[src/rtl/nmk112_rom_arbiter_pkg.sv]
// Shared types and constants for the NMK112 sample-ROM arbiter.
// The ROM address is a 6-bit bank followed by a 16-bit offset.
package nmk112_rom_arbiter_pkg;

  localparam int ROM_AW = 22;
  localparam int BANK_W = 6;
  localparam int OFS_W  = 16;

  localparam logic CH1 = 1'b0;
  localparam logic CH2 = 1'b1;

  typedef enum logic [1:0] {
    ST_IDLE = 2'd0,
    ST_CHK  = 2'd1,
    ST_ROM  = 2'd2,
    ST_DONE = 2'd3
  } arb_state_e;

  function automatic logic [ROM_AW-1:0] rom_addr(input logic [BANK_W-1:0] bank,
                                                 input logic [OFS_W-1:0]  ofs);
    return {bank, ofs};
  endfunction

endpackage

[src/rtl/nmk112_arb_chan.sv]
// One OKI channel: strobe capture, latched ROM address, pending flag,
// one-entry last-byte cache and the registered ACK/D outputs.
module nmk112_arb_chan
  import nmk112_rom_arbiter_pkg::*;
#(
  parameter int CACHE_EN = 1
) (
  input  logic              clk,
  input  logic              rst_n,
  input  logic              stb_i,
  input  logic [17:0]       a_i,
  input  logic [BANK_W-1:0] bank_i,
  input  logic              done_i,
  input  logic              hit_load_i,
  input  logic              rom_load_i,
  input  logic [7:0]        rom_d_i,
  output logic              pending_o,
  output logic              hit_o,
  output logic [ROM_AW-1:0] addr_o,
  output logic              ack_o,
  output logic [7:0]        d_o
);

  logic              pending_q, pending_d;
  logic [ROM_AW-1:0] addr_q, addr_d;
  logic [ROM_AW-1:0] tag_q, tag_d;
  logic              valid_q, valid_d;
  logic [7:0]        cdata_q, cdata_d;
  logic              ack_q, ack_d;
  logic [7:0]        dout_q, dout_d;
  logic              accept_s;
  logic [1:0]        a_unused_s;

  // A[17:16] lie outside the 16-bit bank window and never reach the ROM
  assign a_unused_s = a_i[17:16];
  assign accept_s   = stb_i && (!pending_q || done_i);

  // Next-state for request capture, cache fill and output registers
  always_comb begin
    pending_d = pending_q;
    addr_d    = addr_q;
    tag_d     = tag_q;
    valid_d   = valid_q;
    cdata_d   = cdata_q;
    ack_d     = 1'b0;
    dout_d    = dout_q;
    if (accept_s) begin
      pending_d = 1'b1;
      addr_d    = rom_addr(bank_i, a_i[15:0]);
    end else if (done_i) begin
      pending_d = 1'b0;
    end else begin
      pending_d = pending_q;
    end
    if (rom_load_i) begin
      dout_d  = rom_d_i;
      cdata_d = rom_d_i;
      tag_d   = addr_q;
      valid_d = 1'b1;
      ack_d   = 1'b1;
    end else if (hit_load_i) begin
      dout_d = cdata_q;
      ack_d  = 1'b1;
    end else begin
      ack_d = 1'b0;
    end
  end

  // Channel state registers
  always_ff @(posedge clk or negedge rst_n) begin
    if (!rst_n) begin
      pending_q <= 1'b0;
      addr_q    <= '0;
      tag_q     <= '0;
      valid_q   <= 1'b0;
      cdata_q   <= 8'h00;
      ack_q     <= 1'b0;
      dout_q    <= 8'h00;
    end else begin
      pending_q <= pending_d;
      addr_q    <= addr_d;
      tag_q     <= tag_d;
      valid_q   <= valid_d;
      cdata_q   <= cdata_d;
      ack_q     <= ack_d;
      dout_q    <= dout_d;
    end
  end

  assign pending_o = pending_q;
  assign hit_o     = (CACHE_EN != 32'sd0) && valid_q && (tag_q == addr_q);
  assign addr_o    = addr_q;
  assign ack_o     = ack_q;
  assign d_o       = dout_q;

endmodule

[src/rtl/nmk112_rom_arbiter.sv]
// Arbitrates the two OKI channels onto one variable-latency sample-ROM
// read port, round-robin on ties, with a per-channel last-byte cache.
module nmk112_rom_arbiter
  import nmk112_rom_arbiter_pkg::*;
#(
  parameter int CACHE_EN = 1
) (
  input  logic              CLK,
  input  logic              nRST,
  input  logic              OKI1_STB,
  input  logic [17:0]       OKI1_A,
  input  logic [BANK_W-1:0] OKI1_BANK,
  output logic              OKI1_ACK,
  output logic [7:0]        OKI1_D,
  input  logic              OKI2_STB,
  input  logic [17:0]       OKI2_A,
  input  logic [BANK_W-1:0] OKI2_BANK,
  output logic              OKI2_ACK,
  output logic [7:0]        OKI2_D,
  output logic              ROM_CS,
  output logic [ROM_AW-1:0] ROM_A,
  input  logic              ROM_OK,
  input  logic [7:0]        ROM_D
);

  arb_state_e        state_q, state_d;
  logic              grant_q, grant_d;
  logic              last_q, last_d;
  logic              rom_cs_q, rom_cs_d;
  logic [ROM_AW-1:0] rom_a_q, rom_a_d;

  logic [1:0]        pending_s, hit_s, done_s, hit_load_s, rom_load_s;
  logic [ROM_AW-1:0] addr1_s, addr2_s, gaddr_s;

  assign gaddr_s = (grant_q == CH2) ? addr2_s : addr1_s;

  nmk112_arb_chan #(.CACHE_EN(CACHE_EN)) u_chan1 (
    .clk(CLK), .rst_n(nRST), .stb_i(OKI1_STB), .a_i(OKI1_A), .bank_i(OKI1_BANK),
    .done_i(done_s[CH1]), .hit_load_i(hit_load_s[CH1]), .rom_load_i(rom_load_s[CH1]),
    .rom_d_i(ROM_D), .pending_o(pending_s[CH1]), .hit_o(hit_s[CH1]), .addr_o(addr1_s),
    .ack_o(OKI1_ACK), .d_o(OKI1_D)
  );

  nmk112_arb_chan #(.CACHE_EN(CACHE_EN)) u_chan2 (
    .clk(CLK), .rst_n(nRST), .stb_i(OKI2_STB), .a_i(OKI2_A), .bank_i(OKI2_BANK),
    .done_i(done_s[CH2]), .hit_load_i(hit_load_s[CH2]), .rom_load_i(rom_load_s[CH2]),
    .rom_d_i(ROM_D), .pending_o(pending_s[CH2]), .hit_o(hit_s[CH2]), .addr_o(addr2_s),
    .ack_o(OKI2_ACK), .d_o(OKI2_D)
  );

  // Arbiter next-state and per-channel load strobes
  always_comb begin
    state_d    = state_q;
    grant_d    = grant_q;
    last_d     = last_q;
    rom_cs_d   = rom_cs_q;
    rom_a_d    = rom_a_q;
    done_s     = 2'b00;
    hit_load_s = 2'b00;
    rom_load_s = 2'b00;
    case (state_q)
      ST_IDLE: begin
        if (pending_s[CH1] && pending_s[CH2]) begin
          grant_d = (last_q == CH1) ? CH2 : CH1;
          state_d = ST_CHK;
        end else if (pending_s[CH1]) begin
          grant_d = CH1;
          state_d = ST_CHK;
        end else if (pending_s[CH2]) begin
          grant_d = CH2;
          state_d = ST_CHK;
        end else begin
          state_d = ST_IDLE;
        end
      end
      ST_CHK: begin
        if (hit_s[grant_q]) begin
          hit_load_s[grant_q] = 1'b1;
          state_d             = ST_DONE;
        end else begin
          rom_a_d  = gaddr_s;
          rom_cs_d = 1'b1;
          state_d  = ST_ROM;
        end
      end
      ST_ROM: begin
        if (ROM_OK) begin
          rom_load_s[grant_q] = 1'b1;
          rom_cs_d            = 1'b0;
          state_d             = ST_DONE;
        end else begin
          state_d = ST_ROM;
        end
      end
      ST_DONE: begin
        done_s[grant_q] = 1'b1;
        last_d          = grant_q;
        state_d         = ST_IDLE;
      end
      default: begin
        rom_cs_d = 1'b0;
        state_d  = ST_IDLE;
      end
    endcase
  end

  // Arbiter registers; LAST resets to OKI2 so OKI1 wins the first tie
  always_ff @(posedge CLK or negedge nRST) begin
    if (!nRST) begin
      state_q  <= ST_IDLE;
      grant_q  <= CH1;
      last_q   <= CH2;
      rom_cs_q <= 1'b0;
      rom_a_q  <= '0;
    end else begin
      state_q  <= state_d;
      grant_q  <= grant_d;
      last_q   <= last_d;
      rom_cs_q <= rom_cs_d;
      rom_a_q  <= rom_a_d;
    end
  end

  assign ROM_CS = rom_cs_q;
  assign ROM_A  = rom_a_q;

endmodule

[config.mk]
export PLATFORM = sky130hd
export DESIGN_NAME = nmk112_rom_arbiter
export DESIGN_NICKNAME = d
export VERILOG_FILES = /design/src/rtl/nmk112_rom_arbiter_pkg.sv /design/src/rtl/nmk112_arb_chan.sv /design/src/rtl/nmk112_rom_arbiter.sv
export SDC_FILE = /design/constraint.sdc
export NUM_CORES = 1
export LEC_CHECK = 0
export CAP_MARGIN = 20
export CORE_ASPECT_RATIO = 0.7
export CORE_UTILIZATION = 25
export DETAILED_ROUTE_END_ITERATION = 12
export DONT_BUFFER_PORTS = 1
export HOLD_SLACK_MARGIN = 0.12
export SLEW_MARGIN = 10
export SYNTH_ARGS = -nofsm -noshare
export SYNTH_HDL_FRONTEND = slang
export SYNTH_SLANG_ARGS = --single-unit
export TNS_END_PERCENT = 100
[constraint.sdc]
create_clock -name CLK -period 5 [get_ports CLK]
set_input_delay 0.75 -clock CLK [delete_from_list [all_inputs] [get_ports CLK]]
set_output_delay 0.75 -clock CLK [all_outputs]
set_load 0.005 [all_outputs]
==> key figures <==
Drt
  • Routed met2 length: between 6000 and 7000 µm
  • Per-cell routed wire length: 19.2 µm
  • DR top layer: met4
  • Initial DRC count: between 150 and 200
  • DRT Pass-1 Iters: 6
  • Final ANT Viol Nets: 0
  • Vias: 3399
  • Routed Wire Length: ~15000 µm
  • DRC errors left: 0
  • Metal3 WL: 749 µm
  • Vias/cell: 4.31
  • Metal1 wirelength: 7390 µm

Synthesis
  • Syn nets: about 500
  • Post-synth top area share: 0.582
  • Area share of and/or/nand/nor cells after synthesis: 0.0345
  • Synth Instances: 435
  • Ys async rst share: 1.00
  • Adder-cell share of the synthesized area: 0.00957
  • Post-synthesis mux area share: 0.287
  • Top_reg_cell synth: dfrtp_1
  • Synth area leaders: dfrtp_1 58%, mux2_2 22%, xnor2_1 4.7%, mux2_1 4.5%, mux2_4 1.8%
  • Cell Area, Synth: 0.00653 mm²
  • Synth warnings: 0
  • EDFF count, synth: 0
  • Synth unique cells: 32
  • Syn Area/Cell: 15.0 µm²
  • Post-synthesis compound-gate area fraction: 0.00728
  • Main combinational cell family by area after synthesis: multiplexers
  • Synth Register Bits: 153
  • Xor and xnor area share after synthesis: 0.0590
  • Post-synth top area cell: dfrtp_1
  • Register area share after synthesis: 0.586

Clock network
  • Total clock sinks: 153
  • Total CTS buffers: 17
  • CTS tree: done
  • Max Root-Sink Buffers: 2
  • Htree depth: 4
  • Clock slew at reported path FFs: 0.07 ns
  • Post_cts resized: 0
  • Clock latency on the worst-skew pair: 0.42 ns
  • Root Driver: clkbuf_16

Run status
  • Status: complete, no violations

Global routing
  • Vias in the first global route: around 3700
  • Largest net degree at the start of global routing: 153
  • GR Overflow Total: 0
  • Gr usage total: 0.120
  • Antenna violations before repair: 1
  • First-pass GRT wire length: 23200 µm

Floorplanning
  • Initial Util: 0.254
  • Core Box Area: 0.0257 mm²
  • Die W: 195 µm
  • Row cnt: 49
  • I/O pin count: 102
  • Die area: 0.0268 mm²
  • Die H: 137 µm

Run
  • Number of max-cap violations: 0

Worst setup path
  • Critical path type: reg -> reg
  • Crit start category: flop
  • Crit end category: flop
  • Max FO, Critical Path: 14
  • CP required: ~5.3 ns
  • Critical path data arrival time: 3.24 ns

Place
  • Routability cong.: 0.740
  • Final HPWL DP: 10900 µm
  • Port buffer count: 0

STA
  • Minimum clock period: 2.93 ns
  • Part of the cycle the worst path needs: 0.587
  • Least-Margin Pin Slew: 0.783 ns
  • Post-Route Setup TNS: 0 ns
  • Slew Limit Headroom: 0.478
  • RSZ-0062 raised after global routing: false
  • Final number of hold-violating endpoints: 0
  • Final Slew Violations: 0
  • Setup Skew: 0.0139 ns
  • Hold WS: 0.164 ns
  • Peak Freq: 341 MHz
  • # setup viols final: 0

Power and ir drop
  • Peak supply drop: 251 µV
  • Cell Pwr Density: 716 mW/mm²
  • Pleak: 3.17 nW

Hold path
  • Hold WC Path Type: in -> async

Final layout
  • Number of fill cells: 2502
  • P&R area growth vs syn: 15.5%
  • Final layout net count: 509
  • Share of layout cells above drive strength 1: 0.399
critical path, cell delays in order, from the launching register on:
cell and delay (ns):
dfrtp_1 0.43, xor2_1 0.19, or4_1 0.54, nor4_2 0.38, nand2_1 0.10, nand3_1 0.45, buf_4 0.36, mux2_1 0.36
stage by stage:
step                      setup WS, ns   util  instances  total power, mW  area [µm²]
after CTS                         2.02  0.294        787             5.49        7550
after global placement            2.08  0.269        753             4.02        6900
after detailed placement          2.05  0.269        754             4.14        6920
after floorplan                   2.71      -        435             3.62        6530
after global routing              1.93  0.294        788             5.76        7550
final                             2.07  0.294        788             5.41        7550
worst paths after layout:
| check | from | end | cells after the start | slack [ns] |
|---|---|---|---|---|
| max in group asynchronous | nRST | u_chan1.d_o[1] | 1 | 4.08 |
| worst min-delay path | nRST | last_q | 0 | 0.16 |
| worst max-delay path | u_chan2.addr_o[14] | ROM_A[14] | 7 | 2.07 |
| worst min register to register | u_chan1.valid_q | u_chan1.valid_q | 1 | 0.46 |
| worst max register to register | u_chan2.addr_o[14] | ROM_A[14] | 7 | 2.07 |
| min in group CLK | OKI2_STB | u_chan2.pending_o | 1 | 0.44 |
cells in the mapped netlist, types with 2 or more instances:
| master | n |
|---|---|
| dfrtp_1 | 152 |
| mux2_2 | 130 |
| xnor2_1 | 35 |
| mux2_1 | 26 |
| nand4_1 | 11 |
| nand2_1 | 9 |
| xor2_1 | 9 |
| clkbuf_1 | 8 |
| mux2_4 | 8 |
| buf_1 | 6 |
| ha_1 | 5 |
| inv_1 | 5 |
| nand2b_1 | 4 |
| nand3_1 | 4 |
| a21oi_1 | 2 |
| buf_4 | 2 |
| nor4_1 | 2 |
| nor4_2 | 2 |
| o21ai_0 | 2 |
state kept, by name, indices dropped and copies added, names as in the netlist:
name / cells
u_chan2.valid_q: 1
u_chan1.valid_q: 1
u_chan2.addr_o: 22
u_chan1.ack_o: 1
u_chan1.pending_o: 1
last_q: 1
u_chan2.tag_q: 22
u_chan1.cdata_q: 8
ROM_CS: 1
u_chan2.ack_o: 1
ROM_A: 22
u_chan1.tag_q: 22
u_chan2.d_o: 8
u_chan1.addr_o: 22
u_chan2.cdata_q: 8
u_chan1.d_o: 8
u_chan2.pending_o: 1
grant_q: 1
state_q: 2
per-layer routing:
metal	vias up	track usage
li1	1549	-
met1	1774	0.163
met2	63	0.179
met3	13	0.0411
met4	0	0.0367
met5	-	0
kinds of logic after synthesis:
logic type	after synthesis
flops	153
compound gates	7
fa+ha+maj	5
mux	164
xor+xnor	44
simple gates	38
buf+inv	24
what timing repair did:
action                                 CTS  global route
endpoints found under the hold margin  152             0
hold buffers                             1             0
buffers inserted                         0             0
layout make-up:
class | count | area, µm² | area share
Clock inverter | 15 | 178 | 0.0235
Sequential cell | 153 | 3830 | 0.507
Tap cell | 331 | 414 | 0.0549
Multi-Input combinational cell | 258 | 2600 | 0.344
Timing Repair Buffer | 7 | 80.1 | 0.0106
Antenna cell | 1 | 2.50 | 0.000331
Inverter | 6 | 22.5 | 0.00298
Clock buffer | 17 | 425 | 0.0563
report_power, final:
part           switching [mW]  internal [mW]
Clock                   0.580          0.716
Combinational           0.676           1.00
Sequential              0.569           1.86
cell usage in the layout, fill, tap and decap left out, drive strengths merged, types with 2 or more instances in the layout:
cell type  count
nand2          9
nand2b         4
a21oi          2
nand3          5
clkinv         5
dfrtp        152
o21ai          2
xor2           9
inv           14
ha             5
nand4         11
mux2         164
buf            7
clkbuf        17
xnor2         35
nor4           4
Power figures use the tool's default switching activity.
